`src/rtl/uart_alu_pkg.sv`:
```
// Shared definitions for the UART-ALU command framing logic.
// Contents: default widths, opcode encodings, FSM state encoding, opcode validity check.
package uart_alu_pkg;

  localparam int unsigned DBIT_DEF  = 8;
  localparam int unsigned NB_OP_DEF = 6;

  // ALU opcodes (low NB_OP bits of the third frame byte)
  localparam logic [NB_OP_DEF-1:0] OP_ADD = 6'b100000;
  localparam logic [NB_OP_DEF-1:0] OP_SUB = 6'b100010;
  localparam logic [NB_OP_DEF-1:0] OP_AND = 6'b100100;
  localparam logic [NB_OP_DEF-1:0] OP_OR  = 6'b100101;
  localparam logic [NB_OP_DEF-1:0] OP_XOR = 6'b100110;
  localparam logic [NB_OP_DEF-1:0] OP_NOR = 6'b100111;
  localparam logic [NB_OP_DEF-1:0] OP_SRA = 6'b000011;
  localparam logic [NB_OP_DEF-1:0] OP_SRL = 6'b000010;

  // Framing FSM state encoding
  localparam int unsigned ST_W = 3;
  localparam logic [ST_W-1:0] ST_WAIT_A  = 3'd0;
  localparam logic [ST_W-1:0] ST_WAIT_B  = 3'd1;
  localparam logic [ST_W-1:0] ST_WAIT_OP = 3'd2;
  localparam logic [ST_W-1:0] ST_EXEC    = 3'd3;
  localparam logic [ST_W-1:0] ST_SEND    = 3'd4;
  localparam logic [ST_W-1:0] ST_WAIT_TX = 3'd5;

  typedef enum logic [ST_W-1:0] {
    WAIT_A  = ST_WAIT_A,
    WAIT_B  = ST_WAIT_B,
    WAIT_OP = ST_WAIT_OP,
    EXEC    = ST_EXEC,
    SEND    = ST_SEND,
    WAIT_TX = ST_WAIT_TX
  } state_e;

  // True when the opcode is one the ALU implements
  function automatic logic is_valid_op(input logic [NB_OP_DEF-1:0] op);
    case (op)
      OP_ADD, OP_SUB, OP_AND, OP_OR, OP_XOR, OP_NOR, OP_SRA, OP_SRL: return 1'b1;
      default: return 1'b0;
    endcase
  endfunction

endpackage

```
`src/rtl/alu_frame_timeout.sv`:
```
// Inter-byte timeout: counts s_tick pulses and flags expiry on the last allowed tick.
// Ports: clk, rst_n (async, active-low), clr_i (hold counter at zero),
//        tick_i (count enable pulse), expire_c (combinational expiry pulse).
module alu_frame_timeout #(
  parameter int unsigned TIMEOUT_TICKS = 1024
) (
  input  logic clk,
  input  logic rst_n,
  input  logic clr_i,
  input  logic tick_i,
  output logic expire_c
);

  localparam int unsigned CNT_W = (TIMEOUT_TICKS > 1) ? $clog2(TIMEOUT_TICKS) : 1;

  logic [CNT_W-1:0] cnt_q, cnt_d;

  // Clear has priority, so a byte arriving on the final tick suppresses expiry
  assign expire_c = tick_i && !clr_i && (cnt_q == CNT_W'(TIMEOUT_TICKS - 1));

  // Counter wraps to zero on expiry so the next frame starts fresh
  always_comb begin
    cnt_d = cnt_q;
    if (clr_i || expire_c) begin
      cnt_d = '0;
    end else if (tick_i) begin
      cnt_d = cnt_q + CNT_W'(1);
    end
  end

  always_ff @(posedge clk or negedge rst_n) begin
    if (!rst_n) begin
      cnt_q <= '0;
    end else begin
      cnt_q <= cnt_d;
    end
  end

endmodule

```
`src/rtl/uart_alu_interface.sv`:
```
// Collects a 3-byte command frame (A, B, opcode) from the UART receiver, presents the
// registered operands to the ALU, captures the result and hands it to the transmitter.
// Ports: clk, reset (async, active-low), s_tick, rx_done_tick, rx_dout, alu_result,
//        tx_done_tick in; op_a, op_b, op_code, tx_start, tx_din, busy, err_tick out.
module uart_alu_interface
  import uart_alu_pkg::*;
#(
  parameter int unsigned DBIT          = DBIT_DEF,
  parameter int unsigned NB_OP         = NB_OP_DEF,
  parameter int unsigned TIMEOUT_TICKS = 1024
) (
  input  logic             clk,
  input  logic             reset,
  input  logic             s_tick,
  input  logic             rx_done_tick,
  input  logic [DBIT-1:0]  rx_dout,
  input  logic [DBIT-1:0]  alu_result,
  input  logic             tx_done_tick,
  output logic [DBIT-1:0]  op_a,
  output logic [DBIT-1:0]  op_b,
  output logic [NB_OP-1:0] op_code,
  output logic             tx_start,
  output logic [DBIT-1:0]  tx_din,
  output logic             busy,
  output logic             err_tick
);

  state_e           state_q;
  logic [DBIT-1:0]  op_a_q, op_b_q, tx_din_q;
  logic [NB_OP-1:0] op_code_q;
  logic             tx_start_q, busy_q, err_tick_q;
  logic             tmo_clr_c, tmo_expire_c, op_ok_c;

  // Counter only runs while a frame is partially received
  assign tmo_clr_c = rx_done_tick || !((state_q == WAIT_B) || (state_q == WAIT_OP));
  assign op_ok_c   = is_valid_op(NB_OP_DEF'(rx_dout[NB_OP-1:0]));

  alu_frame_timeout #(
    .TIMEOUT_TICKS(TIMEOUT_TICKS)
  ) u_timeout (
    .clk     (clk),
    .rst_n   (reset),
    .clr_i   (tmo_clr_c),
    .tick_i  (s_tick),
    .expire_c(tmo_expire_c)
  );

  // Framing FSM; outputs are registered alongside the state they belong to
  always_ff @(posedge clk or negedge reset) begin
    if (!reset) begin
      state_q    <= WAIT_A;
      op_a_q     <= '0;
      op_b_q     <= '0;
      op_code_q  <= '0;
      tx_din_q   <= '0;
      tx_start_q <= 1'b0;
      busy_q     <= 1'b0;
      err_tick_q <= 1'b0;
    end else begin
      tx_start_q <= 1'b0;
      err_tick_q <= 1'b0;
      case (state_q)
        WAIT_A: begin
          if (rx_done_tick) begin
            op_a_q  <= rx_dout;
            state_q <= WAIT_B;
          end
        end
        WAIT_B: begin
          if (rx_done_tick) begin
            op_b_q  <= rx_dout;
            state_q <= WAIT_OP;
          end else if (tmo_expire_c) begin
            err_tick_q <= 1'b1;
            state_q    <= WAIT_A;
          end
        end
        WAIT_OP: begin
          if (rx_done_tick) begin
            if (op_ok_c) begin
              op_code_q <= rx_dout[NB_OP-1:0];
              busy_q    <= 1'b1;
              state_q   <= EXEC;
            end else begin
              err_tick_q <= 1'b1;
              state_q    <= WAIT_A;
            end
          end else if (tmo_expire_c) begin
            err_tick_q <= 1'b1;
            state_q    <= WAIT_A;
          end
        end
        EXEC: begin
          tx_din_q   <= alu_result;
          tx_start_q <= 1'b1;
          err_tick_q <= rx_done_tick;
          state_q    <= SEND;
        end
        SEND: begin
          err_tick_q <= rx_done_tick;
          state_q    <= WAIT_TX;
        end
        WAIT_TX: begin
          err_tick_q <= rx_done_tick;
          if (tx_done_tick) begin
            busy_q  <= 1'b0;
            state_q <= WAIT_A;
          end
        end
        default: begin
          busy_q  <= 1'b0;
          state_q <= WAIT_A;
        end
      endcase
    end
  end

  assign op_a     = op_a_q;
  assign op_b     = op_b_q;
  assign op_code  = op_code_q;
  assign tx_din   = tx_din_q;
  assign tx_start = tx_start_q;
  assign busy     = busy_q;
  assign err_tick = err_tick_q;

endmodule

```
`config.mk`:
```
export PLATFORM = sky130hd
export DESIGN_NAME = uart_alu_interface
export DESIGN_NICKNAME = d
export VERILOG_FILES = /design/src/rtl/uart_alu_pkg.sv /design/src/rtl/alu_frame_timeout.sv /design/src/rtl/uart_alu_interface.sv
export SDC_FILE = /design/constraint.sdc
export NUM_CORES = 1
export LEC_CHECK = 0
export BUFFER_PORTS_ARGS = -buffer_cell sky130_fd_sc_hd__clkbuf_2
export CORE_UTILIZATION = 40
export DETAILED_ROUTE_END_ITERATION = 6
export MAX_ROUTING_LAYER = met4
export PLACE_DENSITY = 0.69
export SYNTH_ARGS = -nofsm -noshare
export SYNTH_HDL_FRONTEND = slang
export SYNTH_HIERARCHICAL = 1
export SYNTH_SLANG_ARGS = --single-unit
```
`constraint.sdc`:
```
create_clock -name clk -period 1.95 [get_ports clk]
set_input_delay 0.39 -clock clk [delete_from_list [all_inputs] [get_ports clk]]
set_output_delay 0.39 -clock clk [all_outputs]
set_load 0.03 [all_outputs]
```
==> impl_metrics.py <==
metrics = {
    "global_routing": {
        "gr-total-overflow": 0,
        "grt_use_total_pct": 15.5,
        "grt_antenna_before_repair": 0,
        "grt_pass1_wl_um": 6210,
        "grt_pass1_vias": 1365,
        "grt_max_degree": 47,
    },
    "run_status": {
        "outcome": "complete, no violations",
    },
    "synthesis": {
        "synth_nets": 186,
        "syn_area_um2": 2070,
        "synth-edff-count": 0,
        "ys_ff_latch": 46,
        "syn_inst": 164,
        "post_synth_num_cell_types": 42,
        "ys_warn_count": 6,
        "ys_async_sr_fraction_pct": 100,
        "synth-seq-area-share_pct": 55.7,
        "avgSynthCellArea_um2": 12.6,
        "synthFlopType": "dfrtp_1",
    },
    "floorplanning": {
        "die_w_um": 73.9,
        "fp-row-count": 25,
        "initial_core_util_pct": 42.6,
        "die_area_um2": 5460,
        "coreArea_um2": 4850,
        "io_pins": 54,
        "die_h_um": 73.9,
    },
    "cells_and_area": {
        "syn_to_final_growth_pct": 26.5,
        "final_cells": 302,
        "nets": 256,
        "layout-drive-gt1-share_pct": 51.1,
        "fin_util_pct": 53.9,
        "antenna_cells": 0,
    },
    "clock_tree": {
        "insertion_delay_ns": 0.29,
        "cts_tree": "done",
        "clk_pin_slew_ns": 0.09,
        "cts_sinks": 46,
        "htreeDepth": 2,
        "cts_hold_buf": 0,
        "clk_path_buf_depth": 2,
        "root_buffer": "clkbuf_8",
        "cts_made_buffers": 5,
    },
    "placed_design": {
        "dp.cells": 294,
        "dp.final_hpwl_um": 2830,
        "io_buffers": 53,
        "pre_cts_slack_ns": -0.0489,
        "gp_congestion": 0.864,
    },
    "setup_path": {
        "arrival_ns": 2.03,
        "worstPathRequired_ns": 2.13,
        "reg2reg_slack_ns": 0.10,
        "start_kind": "flip-flop",
        "r2r_cells": 3,
        "cp-end-kind": "flip-flop",
        "crit_path_start": "state_q[0]",
        "r2r-end": "op_code[1]",
        "crit_type": "reg2reg",
        "worst-path-max-fanout": 8,
        "r2r_start": "state_q[0]",
    },
    "timing": {
        "hold_viol": 0,
        "rsz0062_at_grt": "false",
        "finalCriticalPeriod_ns": 1.85,
        "maxSlewHeadroom_pct": 61.5,
        "fin_skew_ns": 0.00853,
        "setup_slack_ns": 0.100,
        "post-route-period-util_pct": 94.8,
        "setup_viol_count_final": 0,
        "max_slew.worst_pin.slew_ns": 0.578,
        "finalMaxSlewViolations": 0,
        "fmax_ghz": 0.541,
    },
    "route": {
        "post-route-drc-count": 0,
        "drt.antenna.violating_nets": 0,
        "wl_um": 3810,
        "dr.pass1.iters": 4,
        "post_drt_wl_per_cell_um": 12.6,
        "first_iter_violations": 41,
        "via_count": 1493,
        "vias_per_cell": 4.94,
    },
    "flow_run": {
        "drv_cap": 0,
    },
    "power": {
        "power_density_nw_per_um2": 1450,
        "leakage_nw": 1.26,
        "ir_drop_uv": 940,
    },
    "hold_path": {
        "hold_class": "in2async",
    },
}
-- synth_stat cells (all sizes together), types with 3 or more instances --
master	instances	area (µm²)
a21oi	4	20.0
and2	3	22.5
clkbuf	5	18.8
dfrtp	46	1150
inv	5	18.8
mux2	29	342
nand2	10	37.5
nand2b	3	18.8
nand3	5	30.0
nand4	4	31.3
nor2	11	41.3
nor2b	3	18.8
o21ai	4	20.0
xor2	3	26.3
-- cell usage in the layout, fill, tap and decap left out, types with 4 or more instances in the layout --
master / Yosys / final
clkbuf_2: 0 / 53
dfrtp_1: 46 / 46
mux2_2: 25 / 25
buf_4: 1 / 17
nor2_1: 11 / 11
nand2_1: 10 / 10
clkbuf_8: 0 / 6
inv_1: 5 / 5
a21oi_1: 4 / 4
mux2_4: 4 / 4
nand3_1: 4 / 4
-- where the power goes --
part           switching (mW)  leakage, nW  total [mW]  internal [mW]
combinational            1.06        0.630        1.73          0.679
sequential              0.175        0.581        1.46           1.28
clock                   0.308       0.0482       0.594          0.286
-- cells by family after synthesis --
family	share of synthesized area, %
xor+xnor	1.70
simple gates	15.7
mux	17.0
buf+inv	2.72
compound gates	6.60
fa+ha+maj	0.605
flops	55.7
-- routing by layer --
layer  track usage [%]  share of wire (%)
met1              22.5                 51
met2              21.3                 44
met3              3.70                4.7
met4              4.49                1.1
met5                 -                  0
-- how the worst max path moves through the flow --
stage / to / slack [ns] / depth (start not counted)
3_5_place_dp: op_code[0] / -0.05 / 4
5_1_grt: op_code[1] / 0.04 / 3
3_3_place_gp: op_code[5] / -0.04 / 4
6_report: op_code[1] / 0.10 / 3
4_1_cts: op_code[1] / 0.02 / 3
2_1_floorplan: state_q[0] / 0.02 / 8
-- registers in the layout, summed over array words and instances, names as in the netlist --
signal and cells:
u_timeout/cnt_q 10, op_a 8, op_b 8, tx_din 8
op_code 6, state_q 3, busy 1, err_tick 1
tx_start 1
-- critical path, cell delays in order, from the launching register on --
cell,delay (ns)
dfrtp_1,0.38
or4b_1,0.55
a2111o_2,0.48
mux2_4,0.32
-- area by class of cell --
type	instances	area (µm²)
Tap cell	67	83.8
Sequential cell	46	1150
Timing Repair Buffer	70	393
Fill cell	434	2230
Multi-Input combinational cell	106	876
Clock buffer	7	86.3
Inverter	5	18.8
Clock inverter	1	5.00
-- repair_timing --
action,CTS,global route
setup endpoints to repair,0,5
gates resized for setup,0,4
setup buffers,0,0
-- per-stage QoR --
stage / setup TNS, ns / hold slack, ns / area (µm²) / total power [mW]
after CTS: 0 / 0.191 / 2600 / 3.81
after floorplan: 0 / 0.0944 / 2070 / 2.68
after detailed placement: -0.189 / 0.492 / 2510 / 3.21
final: 0 / 0.173 / 2610 / 3.79
after global placement: -0.165 / 0.488 / 2510 / 3.19
after global routing: 0 / 0.223 / 2610 / 4.00
(Power assumes the default switching activity.)
